--- config.mk ---
export PLATFORM = sky130hd
export DESIGN_NAME = bp_be_rf_wb_arbiter
export DESIGN_NICKNAME = d
export VERILOG_FILES = /design/src/rtl/bp_be_rf_wb_arbiter.sv
export SDC_FILE = /design/constraint.sdc
export NUM_CORES = 1
export LEC_CHECK = 0
export CORE_AREA = 5 5 156 158
export DETAILED_ROUTE_END_ITERATION = 8
export DIE_AREA = 0 0 161 163
export HOLD_SLACK_MARGIN = 0.12
export PLACE_DENSITY_LB_ADDON = 0.2
export SLEW_MARGIN = 20
export SYNTH_ARGS = -nofsm -noshare
export SYNTH_HDL_FRONTEND = slang
export SYNTH_SLANG_ARGS = --single-unit
--- constraint.sdc ---
create_clock -name clk_i -period 2.9 [get_ports clk_i]
set_input_delay 0.87 -clock clk_i [delete_from_list [all_inputs] [get_ports clk_i]]
set_output_delay 0.87 -clock clk_i [all_outputs]
set_load 0.02 [all_outputs]
--- src/rtl/bp_be_rf_wb_arbiter.sv ---
// Register-file writeback arbiter with an issue-side scoreboard.
// One regfile write per cycle is granted in the order cfg > wb0 > round-robin(wb1, wb2).
// The winner is registered onto the rd_* port one cycle after the transfer.
// busy_o marks registers with an outstanding writeback so issue can stall on RAW/WAW hazards.
//
// Handshake: a writeback source holds wbN_v_i with stable addr/data until it sees
// wbN_ready_o; a transfer happens on the rising edge where both are high. wbN_ready_o is
// combinational and is only ever high for the granted source. The cfg bus has no ready:
// it always wins. Issue is accepted on an edge where issue_v_i and issue_ready_o are both
// high, and issue_ready_o never looks at issue_v_i.
module bp_be_rf_wb_arbiter #(
  parameter int reg_addr_width_p = 5,
  parameter int dword_width_p    = 64
) (
  input  logic                          clk_i,
  input  logic                          reset_n_i,
  input  logic                          cfg_w_v_i,
  input  logic [reg_addr_width_p-1:0]   cfg_addr_i,
  input  logic [dword_width_p-1:0]      cfg_data_i,
  input  logic                          wb0_v_i,
  input  logic [reg_addr_width_p-1:0]   wb0_addr_i,
  input  logic [dword_width_p-1:0]      wb0_data_i,
  output logic                          wb0_ready_o,
  input  logic                          wb1_v_i,
  input  logic [reg_addr_width_p-1:0]   wb1_addr_i,
  input  logic [dword_width_p-1:0]      wb1_data_i,
  output logic                          wb1_ready_o,
  input  logic                          wb2_v_i,
  input  logic [reg_addr_width_p-1:0]   wb2_addr_i,
  input  logic [dword_width_p-1:0]      wb2_data_i,
  output logic                          wb2_ready_o,
  input  logic                          issue_v_i,
  input  logic                          issue_rd_w_v_i,
  input  logic [reg_addr_width_p-1:0]   issue_rd_addr_i,
  input  logic [reg_addr_width_p-1:0]   issue_rs1_addr_i,
  input  logic [reg_addr_width_p-1:0]   issue_rs2_addr_i,
  output logic                          issue_ready_o,
  output logic                          rd_w_v_o,
  output logic [reg_addr_width_p-1:0]   rd_addr_o,
  output logic [dword_width_p-1:0]      rd_data_o,
  output logic [2**reg_addr_width_p-1:0] busy_o
);

  localparam int num_regs_lp = 2**reg_addr_width_p;

  // rr_q = 0 favours wb1, rr_q = 1 favours wb2
  logic                         rr_q;
  logic [num_regs_lp-1:0]       busy_q;
  logic [num_regs_lp-1:0]       busy_n;
  logic [num_regs_lp-1:0]       set_mask;
  logic [num_regs_lp-1:0]       clr_mask;
  logic                         rd_w_v_q;
  logic [reg_addr_width_p-1:0]  rd_addr_q;
  logic [dword_width_p-1:0]     rd_data_q;

  logic                         wb0_xfer, wb1_xfer, wb2_xfer, wb_xfer;
  logic [reg_addr_width_p-1:0]  wb_addr;
  logic [dword_width_p-1:0]     wb_data;
  logic                         win_v;
  logic [reg_addr_width_p-1:0]  win_addr;
  logic [dword_width_p-1:0]     win_data;
  logic                         issue_accept;

  // Fixed priority for cfg/wb0, pointer only breaks a wb1/wb2 tie
  assign wb0_ready_o = ~cfg_w_v_i & wb0_v_i;
  assign wb1_ready_o = ~cfg_w_v_i & ~wb0_v_i & wb1_v_i & (~wb2_v_i | ~rr_q);
  assign wb2_ready_o = ~cfg_w_v_i & ~wb0_v_i & wb2_v_i & (~wb1_v_i | rr_q);

  assign wb0_xfer = wb0_v_i & wb0_ready_o;
  assign wb1_xfer = wb1_v_i & wb1_ready_o;
  assign wb2_xfer = wb2_v_i & wb2_ready_o;
  assign wb_xfer  = wb0_xfer | wb1_xfer | wb2_xfer;

  // Hazard check sees only registered busy bits; busy_q[0] is always 0
  assign issue_ready_o = ~(busy_q[issue_rs1_addr_i] | busy_q[issue_rs2_addr_i]
                         | (issue_rd_w_v_i & busy_q[issue_rd_addr_i]));
  assign issue_accept  = issue_v_i & issue_ready_o;

  // Select the writeback source that won this cycle, then fold in cfg
  always_comb begin
    wb_addr  = wb0_addr_i;
    wb_data  = wb0_data_i;
    if (wb1_xfer) begin
      wb_addr = wb1_addr_i;
      wb_data = wb1_data_i;
    end else if (wb2_xfer) begin
      wb_addr = wb2_addr_i;
      wb_data = wb2_data_i;
    end
    win_v    = cfg_w_v_i | wb_xfer;
    win_addr = cfg_w_v_i ? cfg_addr_i : wb_addr;
    win_data = cfg_w_v_i ? cfg_data_i : wb_data;
  end

  // Scoreboard next state: set on issue, clear on pipe writeback, set wins a collision
  always_comb begin
    set_mask = '0;
    clr_mask = '0;
    if (issue_accept && issue_rd_w_v_i) set_mask[issue_rd_addr_i] = 1'b1;
    if (wb_xfer)                        clr_mask[wb_addr]         = 1'b1;
    busy_n    = (busy_q & ~clr_mask) | set_mask;
    busy_n[0] = 1'b0;
  end

  // State registers: scoreboard, round-robin pointer and the registered write port
  always_ff @(posedge clk_i or negedge reset_n_i) begin
    if (!reset_n_i) begin
      busy_q    <= '0;
      rr_q      <= 1'b0;
      rd_w_v_q  <= 1'b0;
      rd_addr_q <= '0;
      rd_data_q <= '0;
    end else begin
      busy_q   <= busy_n;
      if (wb1_xfer)      rr_q <= 1'b1;
      else if (wb2_xfer) rr_q <= 1'b0;
      rd_w_v_q <= win_v & (win_addr != '0);
      if (win_v) begin
        rd_addr_q <= win_addr;
        rd_data_q <= win_data;
      end
    end
  end

  assign rd_w_v_o  = rd_w_v_q;
  assign rd_addr_o = rd_addr_q;
  assign rd_data_o = rd_data_q;
  assign busy_o    = busy_q;

`ifndef SYNTHESIS
  // A writeback to a register nobody marked busy means issue and writeback disagree
  always_ff @(posedge clk_i) begin
    if (reset_n_i && wb_xfer && (wb_addr != '0))
      assert (busy_q[wb_addr])
      else $error("writeback to x%0d which is not busy", wb_addr);
  end
`endif

endmodule

==> flow_metrics.py <==
metrics = {
    "status": {
        "outcome": "complete, but fails checks",
        "violations": "negative setup slack",
    },
    "critical_path": {
        "rr_worst_depth": 11,
        "cp-start-kind": "input port",
        "cp_cell_sequence": "dlygate4sd2_1, inv_1, buf_4, nor4b_1, o31ai_2, and3_4, buf_6",
        "rrSetupSlack_ps": 240,
        "max_stage_delay_ps": 430,
        "cp.required_ps": 2030,
        "path_class": "in2out",
        "endpoint_kind": "output port",
        "critPathCapture": "issue_ready_o",
        "critPathArrivalTime_ps": 2370,
        "critPathLaunch": "issue_rd_addr_i[3]",
        "reg2reg_to": "busy_o[31]$_DFF_PN0_",
        "timing.rr.start": "busy_o[26]$_DFF_PN0_",
        "crit_fanout": 7,
        "crit_slowest_cell": "nor4b_1",
    },
    "cts": {
        "cts_root_buffer": "clkbuf_16",
        "path_clk_slew_ps": 70,
        "ctsHtreeMaxLevel": 3,
        "clk_latency_ps": 350,
        "cts_buffer_depth": 2,
        "cts_sinks": 102,
        "cts_tree": "yes",
        "cts_buffers": 9,
    },
    "synthesis": {
        "postSynthAreaPerCell_sq_um": 7.79,
        "synthFlopType": "dfrtp_1",
        "ys_ff_latch": 102,
        "synth_warnings": 0,
        "yosysSeqAreaShare_pct": 36.9,
        "synth_area_sq_mm": 0.00691,
        "ys_async_sr_fraction_pct": 100,
        "syn_nets": 1186,
        "netlist_instances": 887,
        "synth_edf_count": 0,
        "synthDistinctLibCells": 54,
    },
    "min_path": {
        "hold_path_class": "reg2reg",
    },
    "pwr": {
        "irDropWorstVdd_uv": 240,
        "clkPwrFrac_pct": 25.2,
        "leakage_nw": 5.09,
        "power_density_mw_per_mm2": 400,
        "p_sw_w": 0.00166,
        "power.total_w": 0.00504,
        "switching_share_pct": 32.9,
        "pwr-share-seq_pct": 34.7,
        "power_frac_comb_pct": 40.0,
        "p_int_w": 0.00338,
    },
    "drt": {
        "m1WireLength_um": 13500,
        "vias": 8556,
        "viasPerCell": 5.15,
        "drt-pass1-iter-count": 5,
        "highest_layer": "met5",
        "met2_length_um": 18600,
        "dr_wl_met3_um": 2500,
        "wl_um": 35300,
        "wire_per_inst_um": 21.2,
        "detail-route-antenna-nets": 0,
        "drc": 0,
        "drt_iter0_markers": 519,
    },
    "die": {
        "rows": 56,
        "io_pins": 405,
        "die_x_um": 161,
        "start_util_pct": 30.1,
        "dieArea_sq_mm": 0.0262,
        "coreArea_sq_mm": 0.0230,
        "die_h_um": 163,
    },
    "grt": {
        "grt_pass1_wl_um": 51700,
        "antenna_found_initial": 1,
        "track_usage_pct": 25.7,
        "grt_pass1_vias": 8573,
        "grt_max_degree": 137,
        "grt-ovfl-total": 0,
    },
    "finish": {
        "final_cell_mix": "clkdlybuf4s50_1 (381), nand2_1 (223), buf_4 (119)",
        "design_area_sq_mm": 0.0126,
        "area_growth_pct": 82.4,
        "finish.net_count": 1663,
        "final_common_cell": "clkdlybuf4s50_1",
        "drive_above_1_share_pct": 16.0,
    },
    "sta": {
        "setup_viol": 1,
        "fmax_mhz": 309,
        "hold_viol": 0,
        "final.setup_skew_ps": 9.41,
        "worst_pin_slew_ps": 653,
        "rsz0062_at_grt": "true",
        "final_max_slew_viol_count": 0,
        "min_period_over_period_pct": 112,
        "setup_ws_ps": -340,
        "holdWs_ps": 480,
        "slew_headroom_pct": 56.5,
        "min_period_ps": 3240,
    },
    "placement": {
        "gp_congestion": 0.918,
        "numPortBuffers": 403,
        "placed_cell_area_sq_mm": 0.0121,
        "hpwlAfterDp_um": 27900,
    },
    "flow_run": {
        "maxCapViolations": 0,
    },
}
-- per-layer routing --
metal,track usage [%],vias up
met3,6.15,50
met2,47.8,325
met4,5.12,2
met5,0,-
met1,30.2,4027
li1,-,4152
-- state kept, by name (all words and copies together), names as in the netlist --
signal,cells
rd_addr_o,5
rd_data_o,64
rd_w_v_o,1
busy_o,31
rr_q,1
-- worst min-delay path by stage --
stage	end	cells past startpoint	start	slack (ps)
floorplan	rr_q$_DFFE_PN0P_	2	rr_q$_DFFE_PN0P_	480
global placement	rd_data_o[39]$_DFFE_PN0P_	2	rd_data_o[39]$_DFFE_PN0P_	460
detailed placement	rd_data_o[35]$_DFFE_PN0P_	2	rd_data_o[35]$_DFFE_PN0P_	470
CTS	rd_data_o[21]$_DFFE_PN0P_	2	rd_data_o[21]$_DFFE_PN0P_	490
global route	rd_data_o[59]$_DFFE_PN0P_	2	rd_data_o[59]$_DFFE_PN0P_	500
finish	rd_data_o[21]$_DFFE_PN0P_	2	rd_data_o[21]$_DFFE_PN0P_	480
-- repair_timing --
action,4_1_cts,5_1_grt
pin swaps,12,13
gates resized for setup,59,59
buffers inserted,5,2
setup endpoints to repair,33,17
hold endpoints to repair,0,0
cloned,2,1
hold buffers,0,0
-- power groups by stage --
| stage | logic [W] | clock network [W] | registers (W) |
|---|---|---|---|
| 3_3_place_gp | 0.00197 | 0 | 0.00177 |
| 2_1_floorplan | 0.000533 | 0 | 0.00193 |
| 4_1_cts | 0.00199 | 0.00131 | 0.00175 |
| 6_report | 0.00202 | 0.00127 | 0.00175 |
| 5_1_grt | 0.00216 | 0.00137 | 0.00177 |
| 3_5_place_dp | 0.00197 | 0 | 0.00178 |
-- through the flow --
stage / setup WS, ps / TNS (ps) / cells / util (%)
after floorplan: -107 / -107 / 887 / -
after global placement: -1350 / -24390 / 1634 / 52.6
after detailed placement: -1370 / -27440 / 1634 / 52.6
after CTS: -368 / -368 / 1657 / 54.3
after global routing: -409 / -519 / 1659 / 54.8
final: -340 / -340 / 1660 / 54.8
-- kinds of logic after synthesis --
logic type             share of synthesized area, %
other                                        0.0543
flip-flops                                     36.9
multiplexers                                   8.75
AO/OA/AOI/OAI                                  26.3
AND/OR/NAND/NOR                                22.6
buffers and inverters                          5.42
-- cell type report --
type | count | area [sq um]
Multi-Input combinational cell | 701 | 4110
Sequential cell | 102 | 2550
Tap cell | 290 | 363
Clock buffer | 11 | 233
Inverter | 7 | 28.8
Fill cell | 2211 | 10400
Antenna cell | 1 | 2.50
Clock inverter | 5 | 67.6
Timing Repair Buffer | 543 | 5250
-- cell usage after synthesis, drive strengths merged (4+ instances only) --
cell type / count / area, sq um
or3b: 5 / 43.8
nor2: 72 / 270
clkbuf: 53 / 200
a21oi: 66 / 330
nand2: 225 / 845
mux2: 5 / 56.3
nand3b: 5 / 37.5
mux2i: 24 / 240
dfrtp: 102 / 2550
nand2b: 5 / 31.3
inv: 7 / 26.3
buf: 24 / 148
nor3: 7 / 35.0
a31oi: 5 / 58.8
o22ai: 4 / 25.0
a311oi: 65 / 569
nor2b: 12 / 75.1
o21ai: 134 / 674
nand3: 15 / 75.1
mux4: 13 / 308
-- critical path, delay by kind of cell --
kind	cells	cell delay [ps]
AND/OR/NAND/NOR	2	620
AO/OA/AOI/OAI	1	100
buffers and inverters	4	770
Power figures use the tool's default switching activity.
